$ cat src/rtl/psg_multi.sv
// psg_multi: multi-channel programmable sound generator.
// It has CHANNELS square-wave tone generators, one shared 17-bit LFSR noise
// source, a tone/noise mixer for each channel, and a 4-bit amplitude for each
// channel. The optional hardware envelope is built only when PSG_ENV_EN is
// defined.
//
// Ports:
//   CLK         system clock
//   RESET_N     asynchronous active-low reset
//   CE          clock enable; all generator timing advances only on CE
//   BDIR, BC    bus strobes: 11 latch address, 10 write, 01 read, 00 idle
//   DI          write data / register address
//   DO          registered read data
//   CHANNEL_OUT channel i level at [8i+7:8i] (level*17 when gated on)
//   ACTIVE      bit i set when channel i output is nonzero
module psg_multi #(
  parameter int CHANNELS = 3,
  parameter int TONE_W   = 12,
  parameter int PRESCALE = 8
) (
  input  logic                  CLK,
  input  logic                  RESET_N,
  input  logic                  CE,
  input  logic                  BDIR,
  input  logic                  BC,
  input  logic [7:0]            DI,
  output logic [7:0]            DO,
  output logic [8*CHANNELS-1:0] CHANNEL_OUT,
  output logic [CHANNELS-1:0]   ACTIVE
);

  // The prescaler wraps every 2*PRESCALE CE pulses. A tone tick fires when
  // the low half of the prescaler wraps. A noise/envelope tick fires when
  // the whole prescaler wraps.
  localparam int PW = $clog2(2 * PRESCALE);

  logic [7:0]          addr_q, addr_d, do_q, do_d, rd_data;
  logic [TONE_W-1:0]   tone_per_q [CHANNELS];
  logic [TONE_W-1:0]   tone_per_d [CHANNELS];
  logic [TONE_W-1:0]   tone_cnt_q [CHANNELS];
  logic [TONE_W-1:0]   tone_cnt_d [CHANNELS];
  logic [4:0]          amp_q [CHANNELS];
  logic [4:0]          amp_d [CHANNELS];
  logic [CHANNELS-1:0] tone_q, tone_d, tone_dis_q, tone_dis_d, noise_dis_q, noise_dis_d;
  logic [4:0]          noise_per_q, noise_per_d, noise_cnt_q, noise_cnt_d;
  logic [16:0]         lfsr_q, lfsr_d;
  logic [PW-1:0]       pre_q, pre_d;
  logic [8*CHANNELS-1:0] chan_out_q, chan_out_d;
  logic [CHANNELS-1:0] active_q, active_d;
  logic                tone_tick, noise_tick, wr_en;
  logic [3:0]          lvl;
  logic                gate;

`ifdef PSG_ENV_EN
  logic [15:0] env_per_q, env_per_d, env_cnt_q, env_cnt_d;
  logic [3:0]  env_shape_q, env_shape_d, env_step_q, env_step_d;
  logic [3:0]  env_hold_lvl_q, env_hold_lvl_d, env_level;
  logic        env_att_q, env_att_d, env_hold_q, env_hold_d;

  // While the envelope is held, the hold level wins. Otherwise the level
  // rises (ATT) or falls from the current step.
  assign env_level = env_hold_q ? env_hold_lvl_q : (env_att_q ? env_step_q : ~env_step_q);
`endif

  function automatic logic [7:0] hi_byte(input logic [TONE_W-1:0] p);
    logic [15:0] ext;
    ext = 16'(p);
    return ext[15:8];
  endfunction

  // Period 0 behaves like period 1. The counter wraps at period-1.
  function automatic logic [TONE_W-1:0] tone_lim(input logic [TONE_W-1:0] p);
    return (p == '0) ? '0 : p - 1'b1;
  endfunction

  assign wr_en = BDIR & ~BC;

  // Read mux. Unmapped addresses and channels that do not exist return 0.
  always_comb begin
    rd_data = 8'h00;
    for (int i = 0; i < CHANNELS; i++) begin
      if (addr_q == 8'(2 * i))     rd_data = tone_per_q[i][7:0];
      if (addr_q == 8'(2 * i + 1)) rd_data = hi_byte(tone_per_q[i]);
      if (addr_q == 8'(48 + i))    rd_data = {3'b000, amp_q[i]};
    end
    case (addr_q)
      8'h20:   rd_data = {3'b000, noise_per_q};
      8'h22:   rd_data = 8'(tone_dis_q);
      8'h23:   rd_data = 8'(noise_dis_q);
`ifdef PSG_ENV_EN
      8'h40:   rd_data = env_per_q[7:0];
      8'h41:   rd_data = env_per_q[15:8];
      8'h42:   rd_data = {4'h0, env_shape_q};
`endif
      default: ;
    endcase
  end

  // Next state: bus, prescaler, generators, then register writes. Register
  // writes come last so that an envelope shape write overrides an envelope
  // tick on the same edge.
  always_comb begin
    // NOTE: every _d starts from its _q, so no path can leave a value unassigned and infer a latch.
    addr_d      = addr_q;
    do_d        = do_q;
    tone_per_d  = tone_per_q;
    tone_cnt_d  = tone_cnt_q;
    amp_d       = amp_q;
    tone_d      = tone_q;
    tone_dis_d  = tone_dis_q;
    noise_dis_d = noise_dis_q;
    noise_per_d = noise_per_q;
    noise_cnt_d = noise_cnt_q;
    lfsr_d      = lfsr_q;
    pre_d       = pre_q;
    tone_tick   = 1'b0;
    noise_tick  = 1'b0;
`ifdef PSG_ENV_EN
    env_per_d      = env_per_q;
    env_cnt_d      = env_cnt_q;
    env_shape_d    = env_shape_q;
    env_step_d     = env_step_q;
    env_hold_lvl_d = env_hold_lvl_q;
    env_att_d      = env_att_q;
    env_hold_d     = env_hold_q;
`endif

    if (BDIR && BC) addr_d = DI;
    if (!BDIR && BC) do_d = rd_data;

    if (CE) begin
      pre_d      = pre_q + 1'b1;
      tone_tick  = &pre_q[PW-2:0];
      noise_tick = &pre_q;
    end

    // The tone counters are not cleared on a period write. A counter that is
    // already past a shorter new period wraps on its next tick.
    for (int i = 0; i < CHANNELS; i++) begin
      if (tone_tick) begin
        if (tone_cnt_q[i] >= tone_lim(tone_per_q[i])) begin
          tone_cnt_d[i] = '0;
          tone_d[i]     = ~tone_q[i];
        end else begin
          tone_cnt_d[i] = tone_cnt_q[i] + 1'b1;
        end
      end
    end

    if (noise_tick) begin
      if (noise_cnt_q >= ((noise_per_q == 5'd0) ? 5'd0 : noise_per_q - 5'd1)) begin
        noise_cnt_d = 5'd0;
        lfsr_d      = {lfsr_q[0] ^ lfsr_q[3], lfsr_q[16:1]};
      end else begin
        noise_cnt_d = noise_cnt_q + 5'd1;
      end
    end

`ifdef PSG_ENV_EN
    if (noise_tick) begin
      if (env_cnt_q >= ((env_per_q == 16'd0) ? 16'd0 : env_per_q - 16'd1)) begin
        env_cnt_d = 16'd0;
        if (!env_hold_q) begin
          if (env_step_q != 4'hF) begin
            env_step_d = env_step_q + 4'd1;
          end else if (!env_shape_q[3]) begin
            env_hold_d     = 1'b1;
            env_hold_lvl_d = 4'h0;
          end else if (env_shape_q[0]) begin
            // Hold the final level of this cycle, inverted when ALT is set.
            env_hold_d     = 1'b1;
            env_hold_lvl_d = {4{env_att_q}} ^ {4{env_shape_q[1]}};
          end else begin
            env_step_d = 4'h0;
            if (env_shape_q[1]) env_att_d = ~env_att_q;
          end
        end
      end else begin
        env_cnt_d = env_cnt_q + 16'd1;
      end
    end
`endif

    if (wr_en) begin
      for (int i = 0; i < CHANNELS; i++) begin
        if (addr_q == 8'(2 * i))     tone_per_d[i] = {tone_per_q[i][TONE_W-1:8], DI};
        if (addr_q == 8'(2 * i + 1)) tone_per_d[i] = TONE_W'({DI, tone_per_q[i][7:0]});
        if (addr_q == 8'(48 + i))    amp_d[i] = DI[4:0];
      end
      case (addr_q)
        8'h20: noise_per_d = DI[4:0];
        8'h22: tone_dis_d  = DI[CHANNELS-1:0];
        8'h23: noise_dis_d = DI[CHANNELS-1:0];
`ifdef PSG_ENV_EN
        8'h40: env_per_d[7:0]  = DI;
        8'h41: env_per_d[15:8] = DI;
        8'h42: begin
          env_shape_d = DI[3:0];
          env_cnt_d   = 16'd0;
          env_step_d  = 4'h0;
          env_hold_d  = 1'b0;
          env_att_d   = DI[2];
        end
`endif
        default: ;
      endcase
    end
  end

  // Mixer. The outputs are registered, so they lag the gate/level by one CLK.
  always_comb begin
    chan_out_d = '0;
    active_d   = '0;
    lvl        = 4'h0;
    gate       = 1'b0;
    for (int i = 0; i < CHANNELS; i++) begin
      gate = (tone_q[i] | tone_dis_q[i]) & (lfsr_q[0] | noise_dis_q[i]);
`ifdef PSG_ENV_EN
      lvl  = amp_q[i][4] ? env_level : amp_q[i][3:0];
`else
      lvl  = amp_q[i][3:0];
`endif
      chan_out_d[8*i +: 8] = gate ? {lvl, lvl} : 8'h00;
      active_d[i]          = gate && (lvl != 4'h0);
    end
  end

  always_ff @(posedge CLK or negedge RESET_N) begin
    if (!RESET_N) begin
      // NOTE: the register file has defined reset values, so it is reset like any other flop.
      addr_q      <= 8'h00;
      do_q        <= 8'h00;
      tone_per_q  <= '{default: '0};
      tone_cnt_q  <= '{default: '0};
      amp_q       <= '{default: '0};
      tone_q      <= '0;
      tone_dis_q  <= '1;
      noise_dis_q <= '1;
      noise_per_q <= 5'd0;
      noise_cnt_q <= 5'd0;
      lfsr_q      <= 17'h00001;
      pre_q       <= '0;
      chan_out_q  <= '0;
      active_q    <= '0;
`ifdef PSG_ENV_EN
      env_per_q      <= 16'd0;
      env_cnt_q      <= 16'd0;
      env_shape_q    <= 4'h0;
      env_step_q     <= 4'h0;
      env_hold_lvl_q <= 4'h0;
      env_att_q      <= 1'b0;
      env_hold_q     <= 1'b1;
`endif
    end else begin
      // NOTE: state is updated with non-blocking assignments only, so every flop samples pre-edge values.
      addr_q      <= addr_d;
      do_q        <= do_d;
      tone_per_q  <= tone_per_d;
      tone_cnt_q  <= tone_cnt_d;
      amp_q       <= amp_d;
      tone_q      <= tone_d;
      tone_dis_q  <= tone_dis_d;
      noise_dis_q <= noise_dis_d;
      noise_per_q <= noise_per_d;
      noise_cnt_q <= noise_cnt_d;
      lfsr_q      <= lfsr_d;
      pre_q       <= pre_d;
      chan_out_q  <= chan_out_d;
      active_q    <= active_d;
`ifdef PSG_ENV_EN
      env_per_q      <= env_per_d;
      env_cnt_q      <= env_cnt_d;
      env_shape_q    <= env_shape_d;
      env_step_q     <= env_step_d;
      env_hold_lvl_q <= env_hold_lvl_d;
      env_att_q      <= env_att_d;
      env_hold_q     <= env_hold_d;
`endif
    end
  end

  assign DO          = do_q;
  assign CHANNEL_OUT = chan_out_q;
  assign ACTIVE      = active_q;

endmodule
$ cat config.mk
export PLATFORM = sky130hd
export DESIGN_NAME = psg_multi
export DESIGN_NICKNAME = d
export VERILOG_FILES = /design/src/rtl/psg_multi.sv
export SDC_FILE = /design/constraint.sdc
export NUM_CORES = 1
export LEC_CHECK = 0
export CAP_MARGIN = 20
export CORE_UTILIZATION = 24
export DETAILED_ROUTE_END_ITERATION = 16
export PLACE_DENSITY = 0.36
export SYNTH_ARGS = -nofsm -noshare
export SYNTH_HDL_FRONTEND = slang
export SYNTH_SLANG_ARGS = --single-unit
$ cat constraint.sdc
create_clock -name CLK -period 4.2 [get_ports CLK]
set_input_delay 0.84 -clock CLK [delete_from_list [all_inputs] [get_ports CLK]]
set_output_delay 0.84 -clock CLK [all_outputs]
set_load 0.05 [all_outputs]
==> Flow_metrics.wiki <==
{| class="wikitable"
! Metric !! Value
|-
| TritonCTS clock tree || yes
|-
| Number of cell rows || 70
|-
| Post-synth EDFFs || 0
|-
| Count of H-tree levels built during CTS || 4
|-
| Clk Latency, worst-skew pair || 0.44 ns
|-
| Aggregate global routing overflow || 0
|-
| Leading cell type in the layout, fill and taps excluded || sky130_fd_sc_hd__dfrtp_1
|-
| Flip-flop and latch count after synthesis || 158
|-
| Yosys cell types || 75
|-
| Maximum vdd drop || 0.2090 mV
|-
| Status || finished, final reports clean
|-
| Post-CTS setup-driven buffer insertion count || 0
|-
| Count of vias placed by the detailed router || 6,344
|-
| Detailed Route Iter0 Violations || 329
|-
| DR pass1 iterations || 4
|-
| Avg Synthesized Cell Area || 10.52 um^2
|-
| Slew at the pin closest to its max-slew limit || 0.8002 ns
|-
| Number of antenna repair diodes || 0
|-
| Cell taking the most area after synthesis || sky130_fd_sc_hd__dfrtp_1
|-
| Total count of hold-check failures in the final report || 0
|-
| Biggest area contributors in the synthesized netlist || sky130_fd_sc_hd__dfrtp_1, sky130_fd_sc_hd__mux2_2, sky130_fd_sc_hd__ha_1, sky130_fd_sc_hd__nand2_1, sky130_fd_sc_hd__xor2_1
|-
| Number of antenna violations at the first check in global routing || 1
|-
| Fraction of the yosys area taken by sequential cells || 44.54%
|-
| Most frequent cells in the layout || sky130_fd_sc_hd__dfrtp_1, sky130_fd_sc_hd__nand2_1, sky130_fd_sc_hd__mux2_2
|-
| Static Leakage || 4.825 nW
|-
| DP Wirelength || 17.83 mm
|-
| Post-Synthesis Cells || 846
|-
| Final clock period utilization by the worst path || 89.87%
|-
| Layout Nets || 952
|-
| Library cell used as clock root buffer || sky130_fd_sc_hd__clkbuf_16
|-
| Data arrival time at the worst-slack endpoint || 4.06 ns
|-
| Total core area || 36,520 um^2
|-
| Residual DRC || 0
|-
| CTS Hold Bufs || 0
|-
| CTS clock-pin slew for the worst setup and hold paths || 0.07 ns
|-
| Residual antenna-violating net count after detailed routing || 0
|-
| GRT Util Overall || 13.56%
|-
| Register-to-Register Setup Slack || 0.43 ns
|-
| Crit end category || flip-flop
|-
| Setup-failing EPs final || 0
|-
| Resized cells post-CTS || 0
|-
| Setup repair after global routing missed its margin || false
|-
| Fraction of layout cells with a size suffix above 1 || 16.26%
|-
| Critical Path Start Type || flip-flop
|-
| Layout-stage area growth over the synthesis result || 17.14%
|-
| Final max-slew violation count || 0
|-
| Classification of the worst setup path || flip-flop to flip-flop
|-
| Number of sinks on the clock net || 158
|-
| Detail-routed net length per standard cell || 17.75 um
|-
| Chip Width || 194.5 um
|-
| Placer congestion estimate || 0.7678
|-
| Final instance area || 10,420 um^2
|-
| Final Critical Period || 3.774 ns
|-
| PwrDens || 493.5 nW/um^2
|-
| Largest net degree at the start of global routing || 73
|-
| Mapped Nets || 913
|-
| Buffers on Ports || 47
|-
| Starting Density || 24.36%
|-
| Synth warnings || 0
|-
| Total routed wirelength || 24.25 mm
|-
| Die ar. || 37,840 um^2
|-
| Dominant register cell in the synthesized netlist || sky130_fd_sc_hd__dfrtp_1
|-
| CTS buffer count || 17
|-
| Share of Yosys cell area claimed by the top area cell type || 42.48%
|-
| FMAX || 264.9 MHz
|-
| Top fanout value on the critical path || 10
|-
| Die outline height || 194.5 um
|-
| Number of I/O pins || 48
|-
| Post-Synthesis Cell Area || 8896 um^2
|-
| Maximum buffer depth of the clock tree || 2
|-
| Vias in the first global route || 6,452
|-
| Kind of path behind the tightest hold check || input port to asynchronous set/reset pin
|-
| Required time reported for the critical path endpoint || 4.48 ns
|-
| Async set-reset flop share out of synthesis || 100.0%
|-
| Standard cell area after detailed placement || 9806 um^2
|-
| Worst slew margin relative to its limit || 46.24%
|-
| Final Core Density || 28.53%
|-
| Vias/cell || 4.644
|-
| Aggregate negative setup slack || 0 ns
|-
| Final clock skew || 0.01223 ns
|-
| Number of maximum-capacitance constraint violations || 0
|-
| Global-route wire length before repair || 38.96 mm
|}
## stage by stage
| stage | setup slack [ns] | power, W | cells | hold slack, ns |
|---|---|---|---|---|
| final | 0.4257 | 0.005143 | 1366 | 0.3727 |
| after global routing | 0.005210 | 0.005549 | 1366 | 0.4119 |
| after CTS | 0.4118 | 0.005247 | 1366 | 0.4008 |
| after detailed placement | 0.4427 | 0.003563 | 1334 | 0.4800 |
| after global placement | 0.5562 | 0.003566 | 1334 | 0.4733 |
| after floorplan | 1.013 | 0.003073 | 846 | 0.4425 |
## cell usage after synthesis, drive strengths merged, types with 5 or more instances
| cell type | count |
|---|---|
| xnor2 | 22 |
| a22oi | 7 |
| dfstp | 7 |
| o221ai | 5 |
| o21ai | 32 |
| and3 | 9 |
| a31oi | 7 |
| mux2 | 88 |
| a21oi | 21 |
| a21o | 9 |
| inv | 21 |
| mux2i | 6 |
| nand4 | 8 |
| xor2 | 37 |
| nor4 | 6 |
| clkbuf | 18 |
| ha | 54 |
| nand2b | 10 |
| nand3 | 34 |
| nor3 | 26 |
| nand3b | 6 |
| and2 | 20 |
| nand2 | 94 |
| dfrtp | 151 |
| nor2 | 64 |
| buf | 19 |
## layer usage
metal,up-vias,part of all wire [%],track usage (%)
met3,13,3.3,2.724
li1,3090,-,-
met1,3145,51,19.81
met4,0,0.98,3.527
met5,-,0,0
met2,96,45,20.15
## worst max-delay path: stages (launching register included)
cell and delay, ns:
sky130_fd_sc_hd__dfrtp_1 0.45, sky130_fd_sc_hd__nor4_1 0.59, sky130_fd_sc_hd__nand2_1 0.21, sky130_fd_sc_hd__nor4_1 0.27, sky130_fd_sc_hd__xor2_1 0.19, sky130_fd_sc_hd__nand2_1 0.08
sky130_fd_sc_hd__ha_1 0.30, sky130_fd_sc_hd__a2111oi_0 0.47, sky130_fd_sc_hd__o41ai_1 0.15, sky130_fd_sc_hd__o22ai_1 0.39, sky130_fd_sc_hd__nor2_1 0.29, sky130_fd_sc_hd__xor2_1 0.21
## where the power goes
part	switching, W	total [W]	internal, W	leakage, nW
clock	0.000665	0.00164	0.000971	0.297
combinational	0.000866	0.00154	0.000670	2.43
sequential	0.000266	0.00197	0.00170	2.10
total	0.00180	0.00514	0.00334	4.83
## state kept, by name (all words and copies together), names as in the netlist
signal,count
noise_cnt_q,5
noise_per_q,5
tone_dis_q,3
amp_q,15
CHANNEL_OUT,12
addr_q,8
DO,8
noise_dis_q,3
tone_cnt_q,36
tone_per_q,36
ACTIVE,3
lfsr_q,17
pre_q,4
tone_q,3
## final cells by class
class                           instances  area, um^2
Fill cell                            3836       26100
Multi-Input combinational cell        629        4616
Sequential cell                       158        3963
Tap cell                              468       585.6
Timing Repair Buffer                   57       559.3
Clock buffer                           20       456.7
Clock inverter                         12       158.9
Inverter                               22       82.58
## path summary, 6_finish.rpt
path / start / end / cells past startpoint
max reg2reg: tone_per_q[26] / tone_q[0] / 11
min in group CLK: DO[5] / DO[5] / 2
max in group asynchronous: RESET_N / lfsr_q[0] / 2
max: tone_per_q[26] / tone_q[0] / 11
min reg2reg: DO[5] / DO[5] / 2
min: RESET_N / tone_cnt_q[21] / 1
## logic make-up after synthesis
group / synth area share, %
AOI/OAI and AO/OA: 9.733
xor gates and xnor gates: 5.809
and+or+nand+nor: 16.60
muxes: 12.15
buffers and inverters: 3.572
adders and majority gates: 7.595
DFF: 44.54
(Power assumes the default switching activity.)
